==> src/rtl/uart_tx_arbiter.sv <==
// Shares one byte-wide UART transmitter between NREQ message sources, one message per grant.
// Define UART_ARB_FIXED_PRIO_EN for fixed lowest-index-wins arbitration instead of round-robin.
module uart_tx_arbiter #(
    parameter int unsigned NREQ      = 4,
    parameter int unsigned MAX_BURST = 16,
    parameter int unsigned IDLE_GAP  = 2
) (
    input  logic              CP,
    input  logic              RST,
    input  logic [NREQ-1:0]   req,
    input  logic [8*NREQ-1:0] req_data,
    input  logic [NREQ-1:0]   req_last,
    output logic [NREQ-1:0]   req_ack,
    output logic [NREQ-1:0]   grant,
    output logic              tx_start,
    output logic [7:0]        tx_data,
    input  logic              tx_busy
);
    localparam int unsigned PW = (NREQ > 1) ? $clog2(NREQ) : 1;

    typedef enum logic [2:0] {
        IDLE,
        SEND,
        WAIT_HI,
        WAIT_LO,
        GAP
    } state_t;

    state_t        state;
    logic [PW-1:0] gidx;
    logic          msg_last;
    logic [7:0]    burst;
    logic [3:0]    gap_cnt;

`ifndef UART_ARB_FIXED_PRIO_EN
    logic [PW-1:0] rr_ptr;
    logic [PW-1:0] next_ptr;
`endif

    logic [7:0]    req_bytes [NREQ];
    logic          pick_found;
    logic [PW-1:0] pick_idx;
    logic [PW-1:0] scan_idx;
    logic          release_now;

    function automatic logic [NREQ-1:0] onehot(input logic [PW-1:0] idx);
        logic [NREQ-1:0] v;
        v      = '0;
        v[idx] = 1'b1;
        return v;
    endfunction

    always_comb begin
        for (int unsigned i = 0; i < NREQ; i++) begin
            req_bytes[i] = req_data[8*i +: 8];
        end
    end

    // Scan starts at rr_ptr (or index 0 for fixed priority); first requester found wins.
    always_comb begin
        pick_found = 1'b0;
        pick_idx   = '0;
        scan_idx   = '0;
        for (int unsigned i = 0; i < NREQ; i++) begin
`ifdef UART_ARB_FIXED_PRIO_EN
            scan_idx = PW'(i);
`else
            scan_idx = PW'((32'(rr_ptr) + i) % NREQ);
`endif
            if (!pick_found && req[scan_idx]) begin
                pick_found = 1'b1;
                pick_idx   = scan_idx;
            end
        end
    end

`ifndef UART_ARB_FIXED_PRIO_EN
    always_comb begin
        next_ptr = PW'((32'(gidx) + 32'd1) % NREQ);
    end
`endif

    // Release points are shared by SEND (owner dropped req) and WAIT_LO (byte finished).
    always_comb begin
        release_now = 1'b0;
        if (state == SEND && !req[gidx]) begin
            release_now = 1'b1;
        end else if (state == WAIT_LO && !tx_busy &&
                     (msg_last || burst == 8'(MAX_BURST) || !req[gidx])) begin
            release_now = 1'b1;
        end
    end

    always_ff @(posedge CP) begin
        if (RST) begin
            state    <= IDLE;
            grant    <= '0;
            req_ack  <= '0;
            tx_start <= 1'b0;
            tx_data  <= '0;
            gidx     <= '0;
            msg_last <= 1'b0;
            burst    <= '0;
            gap_cnt  <= '0;
`ifndef UART_ARB_FIXED_PRIO_EN
            rr_ptr   <= '0;
`endif
        end else begin
            req_ack  <= '0;
            tx_start <= 1'b0;
            if (release_now) begin
                grant   <= '0;
`ifndef UART_ARB_FIXED_PRIO_EN
                rr_ptr  <= next_ptr;
`endif
                gap_cnt <= 4'(IDLE_GAP);
                state   <= (IDLE_GAP == 0) ? IDLE : GAP;
            end else begin
                unique case (state)
                    IDLE: begin
                        if (pick_found) begin
                            grant <= onehot(pick_idx);
                            gidx  <= pick_idx;
                            burst <= '0;
                            state <= SEND;
                        end
                    end
                    SEND: begin
                        if (!tx_busy) begin
                            tx_start <= 1'b1;
                            req_ack  <= onehot(gidx);
                            tx_data  <= req_bytes[gidx];
                            msg_last <= req_last[gidx];
                            if (burst != 8'(MAX_BURST)) begin
                                burst <= burst + 8'd1;
                            end
                            state <= WAIT_HI;
                        end
                    end
                    WAIT_HI: begin
                        if (tx_busy) begin
                            state <= WAIT_LO;
                        end
                    end
                    WAIT_LO: begin
                        if (!tx_busy) begin
                            state <= SEND;
                        end
                    end
                    GAP: begin
                        gap_cnt <= gap_cnt - 4'd1;
                        if (gap_cnt <= 4'd1) begin
                            state <= IDLE;
                        end
                    end
                    default: state <= IDLE;
                endcase
            end
        end
    end

endmodule

==> config.mk <==
export PLATFORM = sky130hd
export DESIGN_NAME = uart_tx_arbiter
export DESIGN_NICKNAME = d
export VERILOG_FILES = /design/src/rtl/uart_tx_arbiter.sv
export SDC_FILE = /design/constraint.sdc
export NUM_CORES = 1
export LEC_CHECK = 0
export BUFFER_PORTS_ARGS = -buffer_cell sky130_fd_sc_hd__clkbuf_2
export CORE_ASPECT_RATIO = 0.5
export CORE_UTILIZATION = 36
export CTS_CLUSTER_SIZE = 28
export DETAILED_ROUTE_END_ITERATION = 7
export PLACE_DENSITY = 0.58
export SYNTH_ARGS = -nofsm -noshare
export SYNTH_HDL_FRONTEND = slang
export SYNTH_SLANG_ARGS = --single-unit
==> constraint.sdc <==
create_clock -name CP -period 2.6 [get_ports CP]
set_input_delay 0.78 -clock CP [delete_from_list [all_inputs] [get_ports CP]]
set_output_delay 0.78 -clock CP [all_outputs]
set_load 0.01 [all_outputs]
# Word level (Yosys, flattened, before mapping)
# Index checks and enable logic that the tools add are counted.
[word_totals]
ff_bits = 37
in_bits = 43
out_inout_bits = 17
word_cells = 119
[classes]
addsub = 6
magnitude_cmp = 10
n_eq_ne = 17
muxes = 43
bitwise = 4
n_reduce_logical = 27
[ops]
columns = ["operator", "count"]
rows = [
  ["two-way mux 8 bit", 5],
  ["less-than comparator 2 x 3 -> 1 bit (second input constant)", 6],
  ["two-way mux 3 bit", 6],
  ["binary-select mux 8 bit (select 2 bit)", 1],
  ["case mux 8 bit (2 select lines)", 1],
  ["two-way mux 1 bit", 15],
  ["inequality test 3 bit (second input constant)", 5],
  ["case mux 3 bit (5 select lines)", 1],
  ["AND reduction 5 bit", 3],
  ["binary-select mux 1 bit (select 2 bit)", 6],
  ["two-way mux 2 bit", 6],
  ["inequality test 2 bit (second input constant)", 5],
  ["adder 8 x 1 -> 8 bit (second input constant)", 1],
  ["== test 8 x 5 -> 1 bit (second input constant)", 1],
  ["logical AND 1 bit", 8],
  ["inequality test 8 x 5 -> 1 bit (second input constant)", 1],
  ["== test 3 x 2 -> 1 bit (second input constant)", 2],
  ["AND reduction 3 bit", 2],
  ["logical NOT 1 bit", 5],
  ["adder 2 x 1 -> 2 bit (second input constant)", 2],
  ["adder 2 bit (second input constant)", 2],
  ["demux 1 bit (select 2 bit)", 2],
  [">= comparator 2 x 1 -> 1 bit (second input constant)", 2],
  ["<= comparator 4 x 1 -> 1 bit (second input constant)", 1],
  ["14 further kinds", 18],
]

# Logic depth before layout (Yosys ltp)
[logic_depth]
word_depth = 16
mapped_depth = 8

# Least setup slack after synthesis
# Ideal clock, no wire load.
[synth_path]
kind = "in2reg"
startpoint = "input tx_busy"
endpoint = "register state[0]"
setup_time_ns = 0.135
arrival_ns = 2.094
required_ns = 2.465
path_slack_ns = 0.371
stages = 6
n_path_buf = 1
cell_sequence = "or2b_1 -> or3b_2 -> o22a_1 -> nand2b_1 -> clkbuf_1 -> a2111oi_0"
[synth_between]
elab_chain_len = 6
word_cells_on_any_way = 10
[synth_lines]
columns = ["item", "line_no", "source"]
rows = [
  ["from (decl)", "17", "input logic tx_busy"],
  ["logical NOT 1 bit", "--", ""],
  ["logical AND 1 bit (2 in a row)", "88", "end else if (state == WAIT_LO && !tx_busy &&"],
  ["two-way mux 1 bit", "88", ""],
  ["two-way mux 1 bit", "86", "if (state == SEND && !req[gidx]) begin"],
  ["OR reduction 2 bit (no line)", "--", ""],
  ["to (signal assigned)", "117", "state <= (IDLE_GAP == 0) ? IDLE : GAP;"],
  ["to (decl)", "29", "state_t state;"],
]
# Several ways; a longest one is shown, not always the timed one.
# A chain may end at the register's enable or synchronous reset.

# Worst setup path in the final report
[layout_path]
startpoint = "register state[0]"
endpoint = "register burst[5]"
[layout_between]
elab_chain_len = 7
word_cells_on_any_way = 15
[layout_lines]
columns = ["item", "line_no", "source"]
rows = [
  ["== test 3 x 2 -> 1 bit", "88", ""],
  ["logical AND 1 bit (2 in a row)", "88", ""],
  ["two-way mux 1 bit", "88", ""],
  ["two-way mux 1 bit", "86", ""],
  ["inverter 1 bit (no line)", "--", ""],
  ["AND reduction 5 bit (no line)", "--", ""],
  ["to (signal assigned)", "135", "burst <= burst + 8'd1;"],
  ["to (decl)", "32", "logic [7:0] burst;"],
]
# Several ways; a longest one is shown, not always the timed one.

==> out/qor_table.md <==
| Group | Parameter | This run |
|:---|:---|:---|
| run status | Result of the run | complete, no violations |
| detailed routing | Detailed Routing Iterations Pass 1 | 4 |
| power | LEAKAGE | 1.00 nW |
| die | Horiz. Die Dim | 107 um |
| logic synthesis | Number of enable-type register cells in the synthesized netlist | 0 |
| logic synthesis | Ys async rst share | 0% |
| clock tree | Hold buffers post-CTS | 0 |
| sta | Final setup viols | 0 |
| sta | Final period utilization | 82.9% |
| clock tree | TritonCTS clock tree | yes |
| cells and area | Ant diodes | 0 |
| logic synthesis | Most frequent cell after synthesis | sky130_fd_sc_hd__nand2_1 |
| placement | Post-DP Area | 2360 um2 |
| min path | Worst hold start | tx_data[7] |
| logic synthesis | Post-Syn Instances | 229 |
| cells and area | Growth of design area from synthesis to finish | 25.8% |
| sta | Final sum of negative setup slack | 0 ps |
| global routing | Pin count of the biggest net entering global routing | 19 |
| worst setup path | Critical Path Start | state[0] |
| die | Vertical die dimension | 54.5 um |
| sta | Setup repair after global routing missed its margin | no |
| die | Cell row count | 18 |
| clock tree | Number of buffers added by the clock tree synthesis step | 5 |
| sta | Worst Clk Skew | 3.43 ps |
| global routing | Initial antenna violation count | 0 |
| worst setup path | Worst Setup Path Type | flop to flop |
| logic synthesis | Average cell area after synthesis | 8.65 um2 |
| cells and area | Cell area after layout | 2490 um2 |
| sta | Maximum clock frequency | 464 MHz |
| die | CORE AREA | 5110 um2 |
| power | Largest vdd supply drop | 0.269 mV |
| logic synthesis | Leading register cell type out of synthesis | sky130_fd_sc_hd__dfxtp_1 |
| power | Total power of the final layout | 0.00174 W |
| logic synthesis | Number of distinct library cell variants in the gate-level netlist after synthesis | 43 |
| worst setup path | Maximum fanout count along the critical path | 9 |
| die | Die ar. | 5820 um2 |
| min path | Type of the tightest min-delay check | flop to flop |
| detailed routing | Wire length on met1 | 2300 um |
| clock tree | Clock Tree Root | sky130_fd_sc_hd__clkbuf_8 |
| detailed routing | Remaining number of nets flagged by the antenna check after routing | 0 |
| logic synthesis | Register bit total from synthesis | 37 |
| sta | Count of final hold-check violations | 0 |
| logic synthesis | Yosys top cell area share | 37.4% |
| worst setup path | Cells along the critical path | or3b_1 -> a311o_1 -> a21oi_1 -> nand4b_1 -> a21oi_1 |
| cells and area | Share of cells above drive strength 1 | 29.4% |
| clock tree | Clock buffer depth | 2 |
| clock tree | Post-CTS resize count | 0 |
| detailed routing | Post-detailed-route DRC marker count | 0 |
| global routing | Remaining Overflow, GRT | 0 |
| logic synthesis | Count of warnings emitted by yosys | 0 |
| cells and area | Fin cells | 359 |
| detailed routing | Met2 wire length | 2310 um |
| worst setup path | Worst-path cell with the longest stage delay | sky130_fd_sc_hd__or3b_1 |
| worst setup path | Kind of end point of the critical path | flop |
| detailed routing | Drt via density | 5.11 |
| worst setup path | Beginning of the worst register-to-register path | state[0] |
| placement | Gp weighted congestion | 0.794 |
| cells and area | Post-layout nets | 339 |
| global routing | Total Routing Usage GR | 16.9% |
| clock tree | Insertion delay to the later sink of the worst-skew pair | 290 ps |
| cells and area | Final core utilization | 48.7% |
| die | Starting Density | 38.7% |
| logic synthesis | Yosys top cell by area | sky130_fd_sc_hd__dfxtp_1 |
| clock tree | Buffers inserted by post-CTS timing repair | 0 |
| placement | HPWL after detailed placement | 3560 um |
| logic synthesis | Ranking of synthesized cells by instance count | sky130_fd_sc_hd__nand2_1, sky130_fd_sc_hd__dfxtp_1, sky130_fd_sc_hd__a21oi_1 |
| logic synthesis | Total nets after synthesis | 280 |
| placement | Number of placed instances with taps included | 351 |
| sta | Minimum period implied by the final worst setup slack | 2160 ps |
| global routing | First-pass GRT wire length | 7500 um |
| clock tree | Sink count of the clock tree | 37 |
| global routing | Number of global-route vias before repair | 1,660 |
| job | Maximum Capacitance Violations | 0 |
| detailed routing | Length of routed met3 wiring | 140 um |
| detailed routing | Initial drt markers | 35 |
| detailed routing | Wire length per cell after detailed routing | 13.3 um |
| worst setup path | Signal arrival time at the worst endpoint | 2380 ps |
| sta | Tightest Pin Transition | 739 ps |
| worst setup path | Startpoint types | flop |
| die | Ports placed on the boundary | 60 |
| power | Power per cell area | 700 nW/um2 |
| worst setup path | Critical path's most frequent cell | sky130_fd_sc_hd__a21oi_1 |
| worst setup path | CP Buf/Inv Count | 0 |
| worst setup path | Top cell family by delay on the critical path | compound AO/OA/AOI/OAI gates |
| worst setup path | Crit-path max cell delay | 520 ps |
| placement | Number of buffers inserted by port buffering | 59 |
| logic synthesis | Main area contributors after synthesis | sky130_fd_sc_hd__dfxtp_1, sky130_fd_sc_hd__mux4_2, sky130_fd_sc_hd__a21oi_1 |
| logic synthesis | Cell area after technology mapping | 1980 um2 |
| detailed routing | Total via count after detailed routing | 1,833 |
| detailed routing | Wirelength, routed | 4780 um |
| sta | Max-slew violation count | 0 |
| logic synthesis | Part of the Yosys area used for sequential elements | 37.4% |
| clock tree | Number of levels the H-tree was split into | 2 |
| sta | Max-slew headroom at the worst pin | 50.3% |
| detailed routing | Top Layer Used | met4 |
| worst setup path | Data required time of the worst path | 2820 ps |
| clock tree | Clock transition at path regs | 80 ps |
[flip-flops by register name, indices dropped and copies added (netlist names)]
register / cells
msg_last: 1
tx_start: 1
state: 3
tx_data: 8
gidx: 2
req_ack: 4
grant: 4
gap_cnt: 4
burst: 8
rr_ptr: 2
[report_power, final]
group	switching, W	internal, W
registers	0.0000484	0.000618
logic	0.000261	0.000217
clock network	0.000218	0.000381
total	0.000527	0.00122
[placed cells by master, fill, tap and decap left out, types with 2 or more instances in the layout]
| master | netlist | layout |
|---|---|---|
| sky130_fd_sc_hd__nand3b_1 | 5 | 5 |
| sky130_fd_sc_hd__nand2b_1 | 2 | 2 |
| sky130_fd_sc_hd__nor3_1 | 3 | 3 |
| sky130_fd_sc_hd__o21ai_0 | 7 | 7 |
| sky130_fd_sc_hd__nand2_1 | 39 | 39 |
| sky130_fd_sc_hd__nand4_1 | 2 | 2 |
| sky130_fd_sc_hd__nor4_1 | 2 | 2 |
| sky130_fd_sc_hd__dfxtp_1 | 37 | 37 |
| sky130_fd_sc_hd__nand3_1 | 3 | 3 |
| sky130_fd_sc_hd__clkbuf_8 | 0 | 5 |
| sky130_fd_sc_hd__nor3b_1 | 4 | 4 |
| sky130_fd_sc_hd__buf_4 | 0 | 6 |
| sky130_fd_sc_hd__and3_1 | 3 | 3 |
| sky130_fd_sc_hd__and2_1 | 5 | 5 |
| sky130_fd_sc_hd__nor2_1 | 16 | 16 |
| sky130_fd_sc_hd__clkbuf_2 | 0 | 59 |
| sky130_fd_sc_hd__a21oi_1 | 33 | 33 |
| sky130_fd_sc_hd__ha_1 | 8 | 8 |
| sky130_fd_sc_hd__xor2_1 | 3 | 3 |
| sky130_fd_sc_hd__bufinv_16 | 0 | 2 |
| sky130_fd_sc_hd__a31oi_1 | 4 | 4 |
| sky130_fd_sc_hd__mux4_2 | 10 | 10 |
| sky130_fd_sc_hd__inv_1 | 8 | 8 |
| sky130_fd_sc_hd__or4_1 | 2 | 2 |
[metrics by stage]
step           hold WS [ps]  worst slack [ps]
4_1_cts                 459               457
2_1_floorplan           436               371
5_1_grt                 473               311
6_report                455               444
3_5_place_dp            447               167
3_3_place_gp            444               206
[worst register-to-register path, stage by stage (launching register included)]
cell and delay, ps:
sky130_fd_sc_hd__dfxtp_1 440, sky130_fd_sc_hd__or3b_1 520, sky130_fd_sc_hd__a311o_1 440, sky130_fd_sc_hd__a21oi_1 380, sky130_fd_sc_hd__nand4b_1 140, sky130_fd_sc_hd__a21oi_1 170
[layout make-up]
class	count	area [um2]
Inverter	8	30.0
Clock inverter	3	65.1
Tap cell	70	87.6
Fill cell	506	2620
Multi-Input combinational cell	171	1160
Sequential cell	37	741
Timing Repair Buffer	65	340
Clock buffer	5	68.8
[worst paths after layout]
kind	slack, ps	depth (start not counted)	end
worst max-delay path	440	5	burst[5]
worst min-delay path	450	2	tx_data[7]
worst max register to register	440	5	burst[5]
worst min register to register	450	2	tx_data[7]
[metal layers]
metal  GRT usage, %  vias to the layer above
met4           4.57                        0
li1               -                      934
met1           20.6                      867
met2           30.5                       28
met5              0                        -
met3           4.29                        4
[cells by family (layout without fill, tap and decap cells)]
logic type	Yosys count	after routing	share of synthesized area, %
DFF	37	37	37.4
adders and majority gates	8	8	5.05
and+or+nand+nor	94	94	23.9
muxes	12	12	12.4
buffers and inverters	21	81	4.11
AOI/OAI and AO/OA	53	53	15.3
xor gates and xnor gates	4	4	1.77
No activity file was read; power rests on OpenSTA's default activity.
